`config.mk`:
```
export PLATFORM = sky130hd
export DESIGN_NAME = keys_debounce_multi
export DESIGN_NICKNAME = d
export VERILOG_FILES = /design/src/rtl/keys_pkg.sv /design/src/rtl/key_channel.sv /design/src/rtl/keys_debounce_multi.sv
export SDC_FILE = /design/constraint.sdc
export NUM_CORES = 1
export LEC_CHECK = 0
export BUFFER_PORTS_ARGS = -buffer_cell sky130_fd_sc_hd__buf_2
export CAP_MARGIN = 10
export CELL_PAD_IN_SITES_DETAIL_PLACEMENT = 0
export CELL_PAD_IN_SITES_GLOBAL_PLACEMENT = 1
export CORE_MARGIN = 1.5
export CORE_UTILIZATION = 40
export DETAILED_ROUTE_END_ITERATION = 6
export PLACE_DENSITY = 0.7
export SLEW_MARGIN = 20
export SYNTH_ARGS = -nofsm -noshare
export SYNTH_HDL_FRONTEND = slang
export SYNTH_HIERARCHICAL = 1
export SYNTH_SLANG_ARGS = --single-unit
```
`constraint.sdc`:
```
create_clock -name CLK -period 3.5 [get_ports CLK]
set_input_delay 1.05 -clock CLK [delete_from_list [all_inputs] [get_ports CLK]]
set_output_delay 1.05 -clock CLK [all_outputs]
set_load 0.005 [all_outputs]
```
`src/rtl/keys_pkg.sv`:
```
// keys_pkg: shared key channel state encoding and default timing constants.
package keys_pkg;
  typedef enum logic [1:0] {KEY_IDLE, KEY_PRESS_DB, KEY_HELD, KEY_RELEASE_DB} key_st_e;
  localparam int CLK_PER_MS_50M = 50000;
  localparam int DEBOUNCE_MS_DEF = 20;
endpackage

```
`src/rtl/key_channel.sv`:
```
// key_channel: one key's synchroniser, debounce FSM, hold/repeat counters and registered events.
module key_channel
  import keys_pkg::*;
#(
  parameter int DEBOUNCE_MS = DEBOUNCE_MS_DEF,
  parameter int LONG_MS = 1000,
  parameter int REPEAT_MS = 200,
  parameter int ACTIVE_LOW = 1
) (
  input  logic CLK,
  input  logic RST,
  input  logic tick,
  input  logic key_in,
  output logic key_state,
  output logic key_press,
  output logic key_release,
  output logic key_long,
  output logic key_repeat
);
  localparam int DW = $clog2(DEBOUNCE_MS + 1);
  localparam int HW = $clog2(LONG_MS + 1);
  localparam int RW = REPEAT_MS > 0 ? $clog2(REPEAT_MS + 1) : 1;
  localparam logic REL = ACTIVE_LOW != 0;
  logic [1:0] sync;
  logic p;
  key_st_e st;
  logic [DW-1:0] db_cnt;
  logic [HW-1:0] hold_cnt;
  logic [RW-1:0] rep_cnt;
  assign p = sync[1] ^ REL;
  always_ff @(posedge CLK or posedge RST)
    if (RST) sync <= {2{REL}};
    else sync <= {sync[0], key_in};
  // A p change always beats a coincident tick: the tick is simply not counted.
  always_ff @(posedge CLK or posedge RST)
    if (RST) begin
      st <= KEY_IDLE;
      db_cnt <= '0;
      hold_cnt <= '0;
      rep_cnt <= '0;
      key_state <= 1'b0;
      key_press <= 1'b0;
      key_release <= 1'b0;
      key_long <= 1'b0;
      key_repeat <= 1'b0;
    end else begin
      key_press <= 1'b0;
      key_release <= 1'b0;
      key_long <= 1'b0;
      key_repeat <= 1'b0;
      case (st)
        KEY_IDLE:
          if (p) begin
            st <= KEY_PRESS_DB;
            db_cnt <= '0;
          end
        KEY_PRESS_DB:
          if (!p) st <= KEY_IDLE;
          else if (tick) begin
            if (db_cnt == DW'(DEBOUNCE_MS - 1)) begin
              st <= KEY_HELD;
              key_press <= 1'b1;
              key_state <= 1'b1;
              hold_cnt <= '0;
              rep_cnt <= '0;
            end else db_cnt <= db_cnt + 1'b1;
          end
        KEY_HELD:
          if (!p) begin
            st <= KEY_RELEASE_DB;
            db_cnt <= '0;
          end else if (tick) begin
            if (hold_cnt != HW'(LONG_MS)) begin
              hold_cnt <= hold_cnt + 1'b1;
              key_long <= hold_cnt == HW'(LONG_MS - 1);
            end else if (REPEAT_MS > 0) begin
              key_repeat <= rep_cnt == RW'(REPEAT_MS - 1);
              rep_cnt <= rep_cnt == RW'(REPEAT_MS - 1) ? '0 : rep_cnt + 1'b1;
            end
          end
        KEY_RELEASE_DB:
          if (p) st <= KEY_HELD;
          else if (tick) begin
            if (db_cnt == DW'(DEBOUNCE_MS - 1)) begin
              st <= KEY_IDLE;
              key_release <= 1'b1;
              key_state <= 1'b0;
            end else db_cnt <= db_cnt + 1'b1;
          end
        default: st <= KEY_IDLE;
      endcase
    end
endmodule

```
`src/rtl/keys_debounce_multi.sv`:
```
// keys_debounce_multi: shared 1 ms tick generator feeding N independent key channels.
module keys_debounce_multi
  import keys_pkg::*;
#(
  parameter int N_KEYS = 4,
  parameter int CLK_PER_MS = CLK_PER_MS_50M,
  parameter int DEBOUNCE_MS = DEBOUNCE_MS_DEF,
  parameter int LONG_MS = 1000,
  parameter int REPEAT_MS = 200,
  parameter int ACTIVE_LOW = 1
) (
  input  logic CLK,
  input  logic RST,
  input  logic [N_KEYS-1:0] key_in,
  output logic [N_KEYS-1:0] key_state,
  output logic [N_KEYS-1:0] key_press,
  output logic [N_KEYS-1:0] key_release,
  output logic [N_KEYS-1:0] key_long,
  output logic [N_KEYS-1:0] key_repeat
);
  localparam int TW = CLK_PER_MS > 1 ? $clog2(CLK_PER_MS) : 1;
  logic [TW-1:0] tick_cnt;
  logic tick;
  assign tick = tick_cnt == TW'(CLK_PER_MS - 1);
  always_ff @(posedge CLK or posedge RST)
    if (RST) tick_cnt <= '0;
    else tick_cnt <= tick ? '0 : tick_cnt + 1'b1;
  for (genvar i = 0; i < N_KEYS; i++) begin : g_ch
    key_channel #(
      .DEBOUNCE_MS(DEBOUNCE_MS),
      .LONG_MS(LONG_MS),
      .REPEAT_MS(REPEAT_MS),
      .ACTIVE_LOW(ACTIVE_LOW)
    ) u_ch (
      .CLK(CLK),
      .RST(RST),
      .tick(tick),
      .key_in(key_in[i]),
      .key_state(key_state[i]),
      .key_press(key_press[i]),
      .key_release(key_release[i]),
      .key_long(key_long[i]),
      .key_repeat(key_repeat[i])
    );
  end
endmodule

```
==> out/metrics.cfg <==
[status]
status = complete, no violations

[drt]
drc = 0
num_vias = 6183
drt_wl_total_um = 16190
drt_iter0_markers = 568
wl_per_cell_um = 15.10
viasPerCell = 5.768
dr.pass1.iters = 7
postRouteAntennaNets = 0

[critical_path]
crit_type = flip-flop to flip-flop
worst_r2r_path_depth = 9
crit_slowest_cell = or4b_4
crit-reg2reg-launch = tick_cnt[4]$_DFF_PP0_
cp_max_fo = 19
crit_required_ns = 3.80
slowest_delay_ns = 0.55
path_cells = or4b_4 > nor4_4 > buf_4 > or2b_1 > or4_4 > inv_1 > nor2_1 > o21ai_0 > o31ai_1
r2r-end = g_ch[3].u_ch/hold_cnt[3]$_DFFE_PP0P_
crit_buf_inv = 2
arrival_ns = 3.28
start_kind = flip-flop
critPathTopFamily = simple AND/OR/NAND/NOR gates
reg2reg_slack_ns = 0.52
worstSetupEndpointType = flip-flop

[clock_tree]
cts_inserted_buffers = 17
cts_hold_buf = 0
post_cts_buffers = 0
h-tree-depth = 4
cts_resized = 0
cts_max_path_buffers = 2
cts_root_buf = clkbuf_16
cts_tree = built
clk-insertion-delay-late_ns = 0.42
path_clk_slew_ns = 0.06
cts.sinks = 144

[synth]
ys_seq_elements = 144
syn-cell-area_sq_um = 7626
synthArstFlopShare = 1.000
synth_ff_type = dfrtp_1
yosysUniqueCellTypes = 67
yosys_warnings = 6
synth_top_cell_area_share = 0.4463
synth_edf_count = 0
yosysTopAreaCell = dfrtp_1
syn-num-nets = 805
synth_cells = 782
synthTopCellsByArea = dfrtp_1 45%, nand3_1 4.7%, o21ai_0 4.3%, nand2_1 3.7%, o31ai_1 3.1%
avgSynthCellArea_sq_um = 9.752
ys_seq_area_frac = 0.4738

[place]
dp_slack_ns = 0.5024
gp_congestion = 0.8586
portBuffers = 25
placed_area_sq_um = 8029
dp.cells = 1040
dp_hpwl_um = 11300

[global_routing]
antenna_found_initial = 0
grt_overflow = 0
grt_pass1_wl_um = 28170
grt_use_total = 0.1709
grt_max_degree = 33
grt_pass1_vias = 6051

[power_and_ir_drop]
power_density_nw_per_um2 = 430.9
p_leak_nw = 3.855
pwr-share-comb = 0.020
p_sw_frac = 0.2039
p_clk_frac = 0.521
power.internal_mw = 2.974
ir_worst_vdd_uv = 320.8
p_sw_uw = 761.6
power_mw = 3.736
p_seq_frac = 0.459

[timing]
fin_crit_sh = 0.8513
finalSetupTns_ns = 0
setup_slack_ns = 0.5205
final_max_slew_viol_count = 0
fmax_mhz = 335.6
tightest_slew_ns = 0.9909
rsz0062_at_grt = false
hold_viol_final = 0
setup_viol = 0
relSlewSlack = 0.3307
hold_ws_ns = 0.3570
fin_skew_ns = 0.01090
period_needed_ns = 2.980

[die]
initial_core_util = 0.4077
coreArea_sq_um = 18710
pin_count = 26
die_area_sq_um = 19900
num_rows = 50
die_w_um = 141.1
die_y_um = 141.1

[cells_and_area]
fin_cells = 1072
layout_commonest_cell = dfrtp_1
most-common-layout-cells = 136 x dfrtp_1, 75 x nand2_1, 71 x nand3_1, 65 x o21ai_0, 47 x nor2_1
fillers = 1744
postLayoutCoreUtil = 0.4635
post-route-cell-area_sq_um = 8670
drive_gt1_frac = 0.1289
syn_to_final_growth_pct = 13.68
final_nets = 848
diodes = 0

[worst_hold_path]
worstHoldStart = g_ch[3].u_ch/sync[0]$_DFF_PP1_
hold_path_class = flip-flop to flip-flop
hold_end = g_ch[3].u_ch/sync[1]$_DFF_PP1_
hold_depth = 0

[job]
maxCapViolations = 0

[final cells by class]
| cell class | count | area [sq um] | share of cell area |
|---|---|---|---|
| clock inverter | 10 | 156.4 | 0.01804 |
| sequential | 144 | 3613 | 0.4168 |
| multi-input combinational | 594 | 3799 | 0.4382 |
| timing repair buffer | 35 | 200.2 | 0.02309 |
| tap | 234 | 292.8 | 0.03377 |
| inverter | 33 | 123.9 | 0.01429 |
| clock buffer | 22 | 484.2 | 0.05585 |
[metal layers]
layer	up-vias	part of all wire	GRT usage
met5	-	0	0
met4	0	0.0075	0.05428
met3	8	0.031	0.03974
met2	86	0.48	0.2768
met1	3071	0.48	0.2271
li1	3018	-	-
[cell families after synthesis]
group / Yosys count / synth area share
fa+ha+maj: 17 / 0.02789
compound gates: 186 / 0.1600
flops: 144 / 0.4738
mux: 2 / 0.002625
xor+xnor: 19 / 0.02478
buf+inv: 44 / 0.02806
simple gates: 370 / 0.2829
[flip-flops by register name, indices dropped and copies added (netlist names), named ones only]
signal,flops
g_ch.u_ch/key_press,4
tick_cnt,16
g_ch.u_ch/key_state,4
g_ch.u_ch/key_release,4
g_ch.u_ch/rep_cnt,32
g_ch.u_ch/hold_cnt,40
g_ch.u_ch/key_repeat,4
g_ch.u_ch/sync,8
g_ch.u_ch/st,4
g_ch.u_ch/key_long,4
g_ch.u_ch/db_cnt,20
[Yosys cell counts, types with 4 or more instances]
cell and n:
a211o_1 6, a21o_1 6, a21oi_1 17, a22oi_1 6, a31oi_1 9, a32o_1 6
and2_1 11, and3_1 15, and3b_1 4, and4b_1 4, buf_6 6, dfrtp_1 136
dfstp_2 8, ha_1 17, inv_1 30, nand2_1 75, nand2b_1 6, nand3_1 71
nand3b_1 13, nand4_1 18, nand4bb_1 4, nor2_1 47, nor2b_1 15, nor3_1 19
nor3b_1 5, nor4_1 11, o211ai_1 6, o21a_1 7, o21ai_0 65, o22ai_1 6
o2bb2ai_1 4, o31ai_1 31, o41ai_1 5, or2_2 5, or3_1 10, or4b_4 4
xnor2_1 9, xor2_1 7
[power by group through the flow]
stage	registers [mW]	clock network (mW)	logic, mW
after global placement	1.74	0	0.0762
after floorplan	1.73	0	0.0616
after CTS	1.71	2.00	0.0781
final	1.71	1.95	0.0740
after detailed placement	1.74	0	0.0779
after global routing	1.72	2.07	0.0897
[how the worst max path moves through the flow]
| stage | startpoint | endpoint | cells past startpoint | slack (ns) |
|---|---|---|---|---|
| 2_1_floorplan | tick_cnt[4]$_DFF_PP0_ | g_ch[3].u_ch/rep_cnt[6]$_DFFE_PP0P_ | 7 | 0.47 |
| 3_3_place_gp | tick_cnt[4]$_DFF_PP0_ | g_ch[3].u_ch/hold_cnt[2]$_DFFE_PP0P_ | 9 | 0.58 |
| 3_5_place_dp | tick_cnt[4]$_DFF_PP0_ | g_ch[3].u_ch/hold_cnt[4]$_DFFE_PP0P_ | 9 | 0.50 |
| 4_1_cts | tick_cnt[4]$_DFF_PP0_ | g_ch[3].u_ch/hold_cnt[4]$_DFFE_PP0P_ | 9 | 0.50 |
| 5_1_grt | tick_cnt[4]$_DFF_PP0_ | g_ch[3].u_ch/hold_cnt[5]$_DFFE_PP0P_ | 9 | 0.29 |
| 6_report | tick_cnt[4]$_DFF_PP0_ | g_ch[3].u_ch/hold_cnt[3]$_DFFE_PP0P_ | 9 | 0.52 |
Note: power is estimated with default switching activity, not from simulation.
